### src/rtl/data_mem_ctrl.sv
// Byte-addressed little-endian data RAM with valid/ready requests; word-crossing accesses split into two word ops.
// Latency 1 for single-word or errored requests, 2 for split ones; req_ready drops only during the split bubble.
module data_mem_ctrl #(
   parameter int DEPTH  = 32,
   parameter int ADDR_W = $clog2(DEPTH) + 2
) (
   input  logic              clk,
   input  logic              rst_n,
   input  logic              req_valid,
   output logic              req_ready,
   input  logic              req_we,
   input  logic [1:0]        req_size,
   input  logic              req_unsigned,
   input  logic [ADDR_W-1:0] req_addr,
   input  logic [31:0]       req_wdata,
   output logic              rsp_valid,
   output logic [31:0]       rsp_rdata,
   output logic              rsp_err
);
   localparam int IW = ADDR_W - 2;
   localparam logic [0:0] IDLE  = 1'b0;
   localparam logic [0:0] SPLIT = 1'b1;

   logic [31:0] mem [DEPTH];

   logic [0:0]  state_q, state_d;
   logic        we_q, we_d, uns_q, uns_d;
   logic [1:0]  size_q, size_d, lane_q, lane_d;
   logic [IW-1:0] idx_hi_q, idx_hi_d;
   logic [3:0]  mask_hi_q, mask_hi_d;
   logic [31:0] wdat_hi_q, wdat_hi_d, rd_lo_q, rd_lo_d;
   logic        rsp_valid_q, rsp_valid_d, rsp_err_q, rsp_err_d;
   logic [31:0] rsp_rdata_q, rsp_rdata_d;

   logic [1:0]  lane;
   logic [IW-1:0] idx;
   logic [IW:0] idx_hi_ext;
   logic [3:0]  byte_mask;
   logic [7:0]  mask_wide;
   logic [63:0] data_wide, rd_pair;
   logic [31:0] rd_single;
   logic        is_split, is_err, accept;
   logic        wr_en;
   logic [IW-1:0] wr_idx;
   logic [3:0]  wr_mask;
   logic [31:0] wr_dat;

   function automatic logic [31:0] extend(input logic [31:0] raw, input logic [1:0] size,
                                          input logic uns);
      case (size)
         2'b00:   return uns ? {24'b0, raw[7:0]}  : {{24{raw[7]}}, raw[7:0]};
         2'b01:   return uns ? {16'b0, raw[15:0]} : {{16{raw[15]}}, raw[15:0]};
         default: return raw;
      endcase
   endfunction

   assign lane       = req_addr[1:0];
   assign idx        = req_addr[ADDR_W-1:2];
   assign idx_hi_ext = {1'b0, idx} + {{IW{1'b0}}, 1'b1};
   assign req_ready  = (state_q == IDLE);
   assign accept     = req_valid && req_ready;

   always_comb begin
      case (req_size)
         2'b00:   byte_mask = 4'b0001;
         2'b01:   byte_mask = 4'b0011;
         default: byte_mask = 4'b1111;
      endcase
   end

   // The request is placed in an 8-byte window spanning this word and the next one.
   assign mask_wide = {4'b0, byte_mask} << lane;
   assign data_wide = {32'b0, req_wdata} << {lane, 3'b000};
   assign is_split  = |mask_wide[7:4];
   assign is_err    = (req_size == 2'b11) || (is_split && idx_hi_ext[IW]);
   assign rd_single = mem[idx] >> {lane, 3'b000};
   assign rd_pair   = {mem[idx_hi_q], rd_lo_q} >> {lane_q, 3'b000};

   always_comb begin
      state_d     = state_q;
      we_d        = we_q;
      uns_d       = uns_q;
      size_d      = size_q;
      lane_d      = lane_q;
      idx_hi_d    = idx_hi_q;
      mask_hi_d   = mask_hi_q;
      wdat_hi_d   = wdat_hi_q;
      rd_lo_d     = rd_lo_q;
      rsp_valid_d = 1'b0;
      rsp_err_d   = 1'b0;
      rsp_rdata_d = 32'b0;
      wr_en       = 1'b0;
      wr_idx      = idx;
      wr_mask     = mask_wide[3:0];
      wr_dat      = data_wide[31:0];
      case (state_q)
         IDLE: begin
            if (accept) begin
               if (is_err) begin
                  rsp_valid_d = 1'b1;
                  rsp_err_d   = 1'b1;
               end else if (is_split) begin
                  state_d   = SPLIT;
                  wr_en     = req_we;
                  we_d      = req_we;
                  uns_d     = req_unsigned;
                  size_d    = req_size;
                  lane_d    = lane;
                  idx_hi_d  = idx_hi_ext[IW-1:0];
                  mask_hi_d = mask_wide[7:4];
                  wdat_hi_d = data_wide[63:32];
                  rd_lo_d   = mem[idx];
               end else begin
                  rsp_valid_d = 1'b1;
                  wr_en       = req_we;
                  if (!req_we) rsp_rdata_d = extend(rd_single, req_size, req_unsigned);
               end
            end
         end
         default: begin
            state_d     = IDLE;
            rsp_valid_d = 1'b1;
            wr_en       = we_q;
            wr_idx      = idx_hi_q;
            wr_mask     = mask_hi_q;
            wr_dat      = wdat_hi_q;
            if (!we_q) rsp_rdata_d = extend(rd_pair[31:0], size_q, uns_q);
         end
      endcase
   end

   always_ff @(posedge clk or negedge rst_n) begin
      if (!rst_n) begin
         state_q     <= IDLE;
         we_q        <= 1'b0;
         uns_q       <= 1'b0;
         size_q      <= 2'b0;
         lane_q      <= 2'b0;
         idx_hi_q    <= '0;
         mask_hi_q   <= 4'b0;
         wdat_hi_q   <= 32'b0;
         rd_lo_q     <= 32'b0;
         rsp_valid_q <= 1'b0;
         rsp_err_q   <= 1'b0;
         rsp_rdata_q <= 32'b0;
      end else begin
         state_q     <= state_d;
         we_q        <= we_d;
         uns_q       <= uns_d;
         size_q      <= size_d;
         lane_q      <= lane_d;
         idx_hi_q    <= idx_hi_d;
         mask_hi_q   <= mask_hi_d;
         wdat_hi_q   <= wdat_hi_d;
         rd_lo_q     <= rd_lo_d;
         rsp_valid_q <= rsp_valid_d;
         rsp_err_q   <= rsp_err_d;
         rsp_rdata_q <= rsp_rdata_d;
      end
   end

   // Array is deliberately outside the reset domain.
   always_ff @(posedge clk) begin
      if (wr_en) begin
         for (int b = 0; b < 4; b++) begin
            if (wr_mask[b]) mem[wr_idx][8*b +: 8] <= wr_dat[8*b +: 8];
         end
      end
   end

   assign rsp_valid = rsp_valid_q;
   assign rsp_rdata = rsp_rdata_q;
   assign rsp_err   = rsp_err_q;
endmodule

### config.mk
export PLATFORM = sky130hd
export DESIGN_NAME = data_mem_ctrl
export DESIGN_NICKNAME = d
export VERILOG_FILES = /design/src/rtl/data_mem_ctrl.sv
export SDC_FILE = /design/constraint.sdc
export NUM_CORES = 2
export LEC_CHECK = 0
export BUFFER_PORTS_ARGS = -buffer_cell sky130_fd_sc_hd__buf_2
export CORE_MARGIN = 4
export CORE_UTILIZATION = 40
export DETAILED_ROUTE_END_ITERATION = 10
export HOLD_SLACK_MARGIN = 0.06
export PLACE_DENSITY = 0.53
export SYNTH_ARGS = -nofsm -noshare
export SYNTH_HDL_FRONTEND = slang
export SYNTH_SLANG_ARGS = --single-unit
### constraint.sdc
create_clock -name clk -period 4.05 [get_ports clk]
set_input_delay 0.405 -clock clk [delete_from_list [all_inputs] [get_ports clk]]
set_output_delay 0.405 -clock clk [all_outputs]
set_load 0.01 [all_outputs]
==> run metrics <==
status finished clean; FP Rows 132; unrepaired setup endpoints after global routing no; most numerous cell in the Yosys netlist edfxtp_1; Multi-input gate area approximately 18,000 um^2; Synth Flop Type edfxtp_1; Syn Inst Count 3,095; Yosys top cell area share 58.99%; RR Endpoint rsp_rdata[26]; clk_lat worst skew around 0.74 ns; CTS max path bufs 3; hpwl dp 120,400 um; worst setup path class flip-flop to flip-flop; power consumption 29.71 mW; R2R depth 7; final setup fails 0; Remaining DRCs 0; number of CTS-inserted buffers around 120; CTS HTree Levels 3; cell taking the most area after synthesis edfxtp_1; largest net degree at the start of global routing between 100 and 150; PnR worst setup slack a little over 0.5 ns; met3 GRT Util under 10%; placed cells about 5,000; GRT overflow 0; final hold violations 0; Starting Density ~40%; Nets about 3,400; Highest Clock Rate around 280 MHz; global placer's final weighted congestion around 0.92; flip-flop and latch area 33,390 um^2; die height between 300 and 400 um; Synth async-reset ratio approximately a tenth; num ports between 80 and 90; DR vias/cell approximately 6.2; slew margin rel. under 10%; placed instance area approximately 56,000 um^2; Clock Pin Slew Worst Setup and Hold Paths 0.06 ns; Finished Layout Cells approximately 5,200; worst hold slack 0.1216 ns; sequential-to-total area share from yosys stat approximately 64%; CTS tree yes; fin util roughly 47%; IO Port Bufs 80; Die ar. roughly 140,000 um^2; Leakage between 20 and 25 nW; Yosys reg bits 1,129; routed via count ~33,000; Final period util between 80% and 90%; Placeable Area roughly 130,000 um^2; Die W 369.0 um; worst min path class primary input to flip-flop; layout cells sized above 1 31.25%; Worst VDD drop about 0.00035 V; drt total wl between 150,000 and 200,000 um; Critical path destination rsp_rdata[26]; Worst Setup End Kind flip-flop; dpl ws between 0.4 and 0.5 ns; first-pass GRT wire length about 250,000 um; Syn Area/Cell 16.84 um^2; syn_nets about 3,100; crit path DAT 4.21 ns; met2 usage between 30% and 40%; initial drt markers approximately 3,800; Total GRT Usage between 20% and 30%; CTS root buffer clkbuf_16; Routed WL per cell approximately 33 um; Antenna Nets Post-Route 0; Final Skew 0.02896 ns; post-synth cell types 61; Power Density around 490 nW/um^2; CP startpoint kind flip-flop; Critical Path Source idx_hi_q[1]; Syn Std Cell Area between 50,000 and 60,000 um^2; postcts setup bufs 0; TNS Setup 0 ns; HP Start req_wdata[19]; Worst R2R Setup Slack slightly above 0.5 ns; Slew Viols, Final 0; CP Max Fanout 34; TritonCTS Sinks around 1,100; synth top area cells edfxtp_1, mux4_2, dfrtp_1; Worst Tran Pin Value approximately 1.3 ns; initial antenna violation count 5; Syn-to-layout area delta 15.98%; post-CTS sizing 0; max_cap viols 0; # fillers 11,090; Tmin final around 3.5 ns; gr busiest metal met2; number of synthesis warnings 0; RR Startpoint idx_hi_q[1]; CP required about 4.7 ns; number of global-route vias before repair ~33,000; drt pass-1 iters 8; M1 GR Usage 35.98%; Post-synth top cells edfxtp_1, mux4_2, nand2_1; number of flops mapped to enable cells by yosys approximately 1,000; final instance area 60,460 um^2
==> per-layer routing <==
layer | wire [um] | part of all wire, %
met3 | 14220 | 8.2
met5 | 0 | 0
met2 | 80240 | 47
met1 | 72200 | 42
met4 | 5850 | 3.4
==> placed cells by master (no fill, tap or decap), types with 29 or more instances in the layout <==
cell	instances
o21ai_0	124
o22ai_1	57
nand2_1	222
mux4_2	389
a21oi_1	52
mux2i_1	174
a221oi_1	38
dfrtp_1	102
clkbuf_16	122
mux2_2	100
buf_4	301
a22oi_1	73
edfxtp_1	1024
nor2_1	41
buf_2	76
o221ai_1	29
clkbuf_1	33
nor3_1	140
==> sequential cells by signal, indices dropped and copies added, names as in the netlist, 2 cells and up <==
| signal | cells |
|---|---|
| mem | 1024 |
| rd_lo_q | 32 |
| rsp_rdata | 32 |
| wdat_hi_q | 24 |
| idx_hi_q | 5 |
| mask_hi_q | 3 |
| lane_q | 2 |
| size_q | 2 |
==> worst min-delay path by stage <==
stage,endpoint,slack [ns],cells after the start
after floorplan,idx_hi_q[0],0.11,0
after global placement,mask_hi_q[0],0.45,1
after detailed placement,rd_lo_q[15],0.47,2
after CTS,wdat_hi_q[11],0.08,4
after global routing,wdat_hi_q[10],0.17,4
final,wdat_hi_q[11],0.12,4
==> cell families (layout without fill, tap and decap cells) <==
family                   count (synthesis)  count (layout)  share of synthesized area, %
buffers and inverters                  267             647                         2.220
other                                    0               2                             0
XOR/XNOR                                 3               3                       0.05041
multiplexers                           664             664                         22.36
adder cells (fa/ha/maj)                  1               1                       0.02400
flip-flops                            1129            1129                         64.03
AO/OA/AOI/OAI                          502             502                         6.569
AND/OR/NAND/NOR                        529             529                         4.752
==> final cells by class <==
type	count	area share, %
Clock inverter	67	1.227
Antenna cell	2	0.008278
Clock buffer	157	5.300
Timing Repair Buffer	414	5.312
Inverter	9	0.05588
Tap cell	1742	3.605
Sequential cell	1129	55.22
Multi-Input combinational cell	1699	29.27
==> power by group <==
group          switching [mW]  internal (mW)
Clock                    4.62           6.45
Sequential              0.296           13.1
Combinational            3.28           1.95
==> what timing repair did <==
| action | 4_1_cts | 5_1_grt |
|---|---|---|
| hold buffers | 15 | 0 |
| setup endpoints to repair | 0 | 0 |
| hold endpoints to repair | 82 | 0 |
==> critical path: stages, from the launching register on <==
cell      delay (ns)
dfrtp_4         0.85
mux2i_1         0.19
a221oi_1        0.31
o21ai_0         0.14
a32oi_1         0.46
mux2i_1         0.20
o21ai_1         0.99
a311o_1         0.31
(Power assumes the default switching activity.)
